### src/rtl/mips_defs.sv
// rtl/mips_defs.sv - shared fetch-stage constants, state enum and PC range helper
package mips_defs;

  localparam int INST_W = 32;
  localparam logic [INST_W-1:0] RESET_PC = 32'h0000_0000;
  localparam logic [INST_W-1:0] NOP_INST = 32'h0000_0000;

  typedef enum logic [1:0] {
    IDLE = 2'd0,
    RUN  = 2'd1,
    HALT = 2'd2
  } fetch_state_e;

  // A fetchable PC is word aligned and inside the 4*2**addr_w byte ROM window.
  function automatic logic pc_legal(input logic [INST_W-1:0] p, input int addr_w);
    return (p[1:0] == 2'b00) && ({32'd0, p} < (64'd4 << addr_w));
  endfunction

endpackage

### src/rtl/pc_next_sel.sv
// rtl/pc_next_sel.sv - priority mux choosing the next PC and IF/ID update actions
module pc_next_sel
  import mips_defs::*;
(
  input  logic              flush,
  input  logic [INST_W-1:0] flush_pc,
  input  logic              stall,
  input  logic              pend_valid,
  input  logic [INST_W-1:0] pend_tgt,
  input  logic              br_taken,
  input  logic [INST_W-1:0] br_target,
  input  logic [INST_W-1:0] pc,
  output logic [INST_W-1:0] next_pc,
  output logic              pc_load,
  output logic              pend_set,
  output logic              pend_clr,
  output logic              id_load,
  output logic              id_kill
);

  always_comb begin
    next_pc  = pc;
    pc_load  = 1'b0;
    pend_set = 1'b0;
    pend_clr = 1'b0;
    id_load  = 1'b0;
    id_kill  = 1'b0;
    if (flush) begin
      next_pc  = flush_pc;
      pc_load  = 1'b1;
      pend_clr = 1'b1;
      id_kill  = 1'b1;
    end else if (stall) begin
      // A branch resolved while stalled is remembered and applied on release.
      pend_set = br_taken;
    end else begin
      pc_load = 1'b1;
      id_load = 1'b1;
      if (pend_valid) begin
        next_pc  = pend_tgt;
        pend_clr = 1'b1;
      end else if (br_taken) begin
        next_pc = br_target;
      end else begin
        next_pc = pc + 32'd4;
      end
    end
  end

endmodule

### src/rtl/if_fetch_unit.sv
// rtl/if_fetch_unit.sv - instruction fetch stage; optional PC range check under PC_RANGE_CHK_EN
module if_fetch_unit #(
  parameter int ADDR_W = 6,
  parameter logic [mips_defs::INST_W-1:0] RESET_PC = mips_defs::RESET_PC,
  parameter logic [mips_defs::INST_W-1:0] NOP_INST = mips_defs::NOP_INST
) (
  input  logic                         clk,
  input  logic                         rst_n,
  input  logic                         stall,
  input  logic                         flush,
  input  logic [mips_defs::INST_W-1:0] flush_pc,
  input  logic                         br_taken,
  input  logic [mips_defs::INST_W-1:0] br_target,
  input  logic [mips_defs::INST_W-1:0] rom_inst,
  output logic                         rom_ce,
  output logic [ADDR_W-1:0]            rom_addr,
  output logic [mips_defs::INST_W-1:0] pc,
  output logic [mips_defs::INST_W-1:0] id_pc,
  output logic [mips_defs::INST_W-1:0] id_inst,
  output logic                         id_valid,
  output logic                         fetch_err
);

  import mips_defs::*;

  fetch_state_e      state_q, state_d;
  logic [INST_W-1:0] pc_d, id_pc_d, id_inst_d, pend_tgt, pend_tgt_d;
  logic              rom_ce_d, id_valid_d, pend_valid, pend_valid_d, err_q, err_d;

  logic [INST_W-1:0] sel_next_pc;
  logic              sel_pc_load, sel_pend_set, sel_pend_clr, sel_id_load, sel_id_kill;
  logic              next_ok;

  assign rom_addr  = pc[ADDR_W+1:2];
  assign fetch_err = err_q;

  pc_next_sel u_pc_next_sel (
    .flush     (flush),
    .flush_pc  (flush_pc),
    .stall     (stall),
    .pend_valid(pend_valid),
    .pend_tgt  (pend_tgt),
    .br_taken  (br_taken),
    .br_target (br_target),
    .pc        (pc),
    .next_pc   (sel_next_pc),
    .pc_load   (sel_pc_load),
    .pend_set  (sel_pend_set),
    .pend_clr  (sel_pend_clr),
    .id_load   (sel_id_load),
    .id_kill   (sel_id_kill)
  );

`ifdef PC_RANGE_CHK_EN
  assign next_ok = pc_legal(sel_next_pc, ADDR_W);
`else
  assign next_ok = 1'b1;
`endif

  always_comb begin
    state_d      = state_q;
    pc_d         = pc;
    id_pc_d      = id_pc;
    id_inst_d    = id_inst;
    id_valid_d   = id_valid;
    pend_valid_d = pend_valid;
    pend_tgt_d   = pend_tgt;
    err_d        = err_q;
    unique case (state_q)
      IDLE: state_d = RUN;
      RUN: begin
        if (sel_pc_load && !next_ok) begin
          // Bad next PC: keep the last good PC and stop fetching.
          state_d      = HALT;
          err_d        = 1'b1;
          id_valid_d   = 1'b0;
          pend_valid_d = 1'b0;
        end else begin
          if (sel_pc_load) pc_d = sel_next_pc;
          if (sel_pend_set) begin
            pend_valid_d = 1'b1;
            pend_tgt_d   = br_target;
          end
          if (sel_pend_clr) pend_valid_d = 1'b0;
          if (sel_id_kill) begin
            id_valid_d = 1'b0;
            id_inst_d  = NOP_INST;
          end
          if (sel_id_load) begin
            id_pc_d    = pc;
            id_inst_d  = rom_inst;
            id_valid_d = 1'b1;
          end
        end
      end
`ifdef PC_RANGE_CHK_EN
      HALT: begin
        if (flush && pc_legal(flush_pc, ADDR_W)) begin
          state_d      = RUN;
          pc_d         = flush_pc;
          id_valid_d   = 1'b0;
          id_inst_d    = NOP_INST;
          pend_valid_d = 1'b0;
        end
      end
`endif
      default: state_d = IDLE;
    endcase
    rom_ce_d = (state_d == RUN);
  end

  always_ff @(posedge clk or negedge rst_n) begin
    if (!rst_n) begin
      state_q    <= IDLE;
      pc         <= RESET_PC;
      rom_ce     <= 1'b0;
      id_pc      <= '0;
      id_inst    <= NOP_INST;
      id_valid   <= 1'b0;
      pend_valid <= 1'b0;
      pend_tgt   <= '0;
      err_q      <= 1'b0;
    end else begin
      state_q    <= state_d;
      pc         <= pc_d;
      rom_ce     <= rom_ce_d;
      id_pc      <= id_pc_d;
      id_inst    <= id_inst_d;
      id_valid   <= id_valid_d;
      pend_valid <= pend_valid_d;
      pend_tgt   <= pend_tgt_d;
      err_q      <= err_d;
    end
  end

endmodule

### config.mk
export PLATFORM = sky130hd
export DESIGN_NAME = if_fetch_unit
export DESIGN_NICKNAME = d
export VERILOG_FILES = /design/src/rtl/mips_defs.sv /design/src/rtl/pc_next_sel.sv /design/src/rtl/if_fetch_unit.sv
export SDC_FILE = /design/constraint.sdc
export NUM_CORES = 1
export LEC_CHECK = 0
export BUFFER_PORTS_ARGS = -buffer_cell sky130_fd_sc_hd__buf_4
export CAP_MARGIN = 0
export CORE_MARGIN = 10
export CORE_UTILIZATION = 35
export DETAILED_ROUTE_END_ITERATION = 10
export GPL_TIMING_DRIVEN = 1
export PLACE_DENSITY = 0.6
export SYNTH_ARGS = -nofsm -noshare
export SYNTH_HDL_FRONTEND = slang
export SYNTH_SLANG_ARGS = --single-unit
### constraint.sdc
create_clock -name clk -period 1.8 [get_ports clk]
set_clock_uncertainty 0.05 [all_clocks]
set_input_delay 0.36 -clock clk [delete_from_list [all_inputs] [get_ports clk]]
set_output_delay 0.36 -clock clk [all_outputs]
set_load 0.01 [all_outputs]
==> reports/summary.txt <==
CP Data Required Time - 2.07 ns
Pwr Density - 1200 nW/um^2
register area share after synthesis - 0.519
top_reg_cell synth - dfrtp_1
global routing met1 resource utilization - 0.218
post-synthesis cell type count - 58
Tot Pwr - 11.5 mW
Min-Delay Startpoint - rom_inst[8]
WS Path Type - register to register
Core Area - 18000 um^2
clock latency on the worst-skew pair - 0.42 ns
Syn-to-layout area delta - 49.5%
# clock sinks - 133
Slew Limit Fails - 0
Yosys warning total - 0
CP Max Fanout - 4
Die Wd - 155 um
reg-to-reg startpoint - pc[5]
CP Capture Type - register
top-area cell type share of the netlist area - 0.519
Critical Path Start Type - register
Tcrit/Tclk final - 0.995
die area - 24100 um^2
CP Cell Sequence - nand4_1, nor3b_4, buf_4, and3_4, mux2i_1, o31ai_1
fillers - 1625
GR peak layer - met2
Routed Antenna Nets - 0
Initial Util - 0.356
Post-synth EDFFs - 0
MaxCap Viol Count - 0
final setup vio count - 0
# placed instances - 1037
top post-synthesis cells by area - dfrtp_1, mux2_2, a22o_1, o21ai_0, nand2_1
non-filler cells, final - 1079
Layout Nets - 939
CP arrival - 2.06 ns
I/O pin count - 206
Total GRT Usage - 0.186
Root Driver - clkbuf_16
Finished Cell Area - 9590 um^2
vias in the first global route - 6433
Yosys reg bits - 133
DP HPWL - 16900 um
Syn Area/Cell - 11.1 um^2
CTS tree - done
worst path bufs/invs - 1
vias per cell - 5.57
largest area contributor in the netlist - dfrtp_1
Post-route DRC - 0
n_diodes - 0
total CTS buffers - 17
GR Overflow Total - 0
total number of vias - 6008
gpl congestion - 0.836
RSZ-0062 raised after global routing - true
critical path's slowest cell - dfrtp_1
Synth Instances - 577
met3 GRT Util - 0.0601
deepest clock path buffer count - 2
Worst setup startpoint - pc[5]
DRT Pass-1 Iters - 5
crit-path leading delay family - simple AND/OR/NAND/NOR gates
clk slew on worst S/H paths - 0.06 ns
worst vdd ir - 686 uV
DR WL/cell - 21.2 um
first-pass GRT wire length - 35800 um
initial antenna violation count - 0
Leakage - 4.49 nW
Hold Fails Final Rpt - 0
setup TNS - 0 ns
worst setup margin - 0.00889 ns
Mapped Area - 6410 um^2
largest net degree at the start of global routing - 56
status - complete, no violations
die height - 155 um
pre-CTS setup slack - -0.228 ns
Period minus WS final - 1.79 ns
async set-reset flop share out of synthesis - 1.00
post-place instance area - 8700 um^2
fmax - 558 MHz
initial DRC count - 561
Port-buffer cells - 204
Hold Crit Class - input port to register
share of layout cells above drive strength 1 - 0.504
row count - 49
critical path's largest stage delay - 0.40 ns
CTS HTree Levels - 4
GRT met2 Usage - 0.306
drt total wl - 22900 um
-- placed cells by master, fill, tap and decap left out, types with 11 or more instances in the layout --
cell type  Yosys  final
buf_4          9    278
dfrtp_1      133    131
mux2_2        64     64
a22o_1        33     33
o21ai_0       35     32
nand2_1       35     31
nor2_1        30     29
clkbuf_16      0     17
a21oi_1       15     15
a221oi_1      13     13
nand3_1       14     11
nand2b_1      13     11
-- cells in the mapped netlist (11+ instances only) --
cell and number:
mux2_2 64, o21ai_0 35, buf_2 16, nor2_1 30
a221oi_1 13, nand2b_1 13, nand3_1 14, nor3_1 11
dfrtp_1 133, a22o_1 33, nand2_1 35, a21oi_1 15
clkbuf_1 19
-- cell families after synthesis --
family	after synthesis	share of synthesized area
other cells	1	0.000585
mux	69	0.120
simple gates	148	0.121
compound gates	163	0.188
xor+xnor	3	0.00410
buf+inv	59	0.0452
flops	133	0.519
fa+ha+maj	1	0.00195
-- registers in the layout, summed over array words and instances, names as in the netlist --
name        cells
pend_tgt       32
id_pc          32
pend_valid      1
id_inst        32
id_valid        1
pc             32
rom_ce          1
state_q         2
-- routing by layer --
layer	up-vias	wire length, um
met2	280	11300
met4	0	675
met1	2978	9040
met3	54	1890
met5	-	0
li1	2696	-
-- path summary, 6_finish.rpt --
check,to,slack [ns],depth (start not counted)
min in group asynchronous,id_pc[2],0.37,2
max in group asynchronous,pc[2],0.68,3
max reg2reg,pc[14],0.009,6
max,pc[14],0.009,6
min reg2reg,id_valid,0.43,2
min,id_inst[8],0.10,2
-- worst reg2reg max path: stages (launching register included) --
cell and delay, ns:
dfrtp_1 0.40, nand4_1 0.20, nor3b_4 0.37, buf_4 0.19, and3_4 0.18, mux2i_1 0.07, o31ai_1 0.25
-- area by class of cell --
class,count,area [um^2],share of cell area
Clock buffer,18,429,0.0448
Clock inverter,14,233,0.0243
Inverter,7,27.5,0.00287
Multi-Input combinational cell,386,2950,0.308
Sequential cell,133,3330,0.347
Tap cell,229,287,0.0299
Timing Repair Buffer,292,2330,0.243
-- where the power goes --
part           leakage, nW  total (mW)  switching [mW]  internal, mW
sequential            1.64        4.13           0.436          3.69
combinational         2.54        3.44            1.60          1.84
clock                0.320        3.94            1.35          2.59
-- timing repair --
action | 4_1_cts | 5_1_grt
buffers inserted | 3 | 7
hold buffers | 1 | 0
endpoints found under the setup margin | 21 | 21
gates resized for setup | 10 | 26
pin swaps | 7 | 9
endpoints found under the hold margin | 37 | 0
-- metrics by stage --
stage | utilization | hold slack (ns)
detailed placement | 0.483 | 0.263
global placement | 0.483 | 0.257
global route | 0.532 | 0.0869
finish | 0.532 | 0.103
floorplan | - | 0.0144
CTS | 0.523 | 0.0882
No activity file was read; power rests on OpenSTA's default activity.
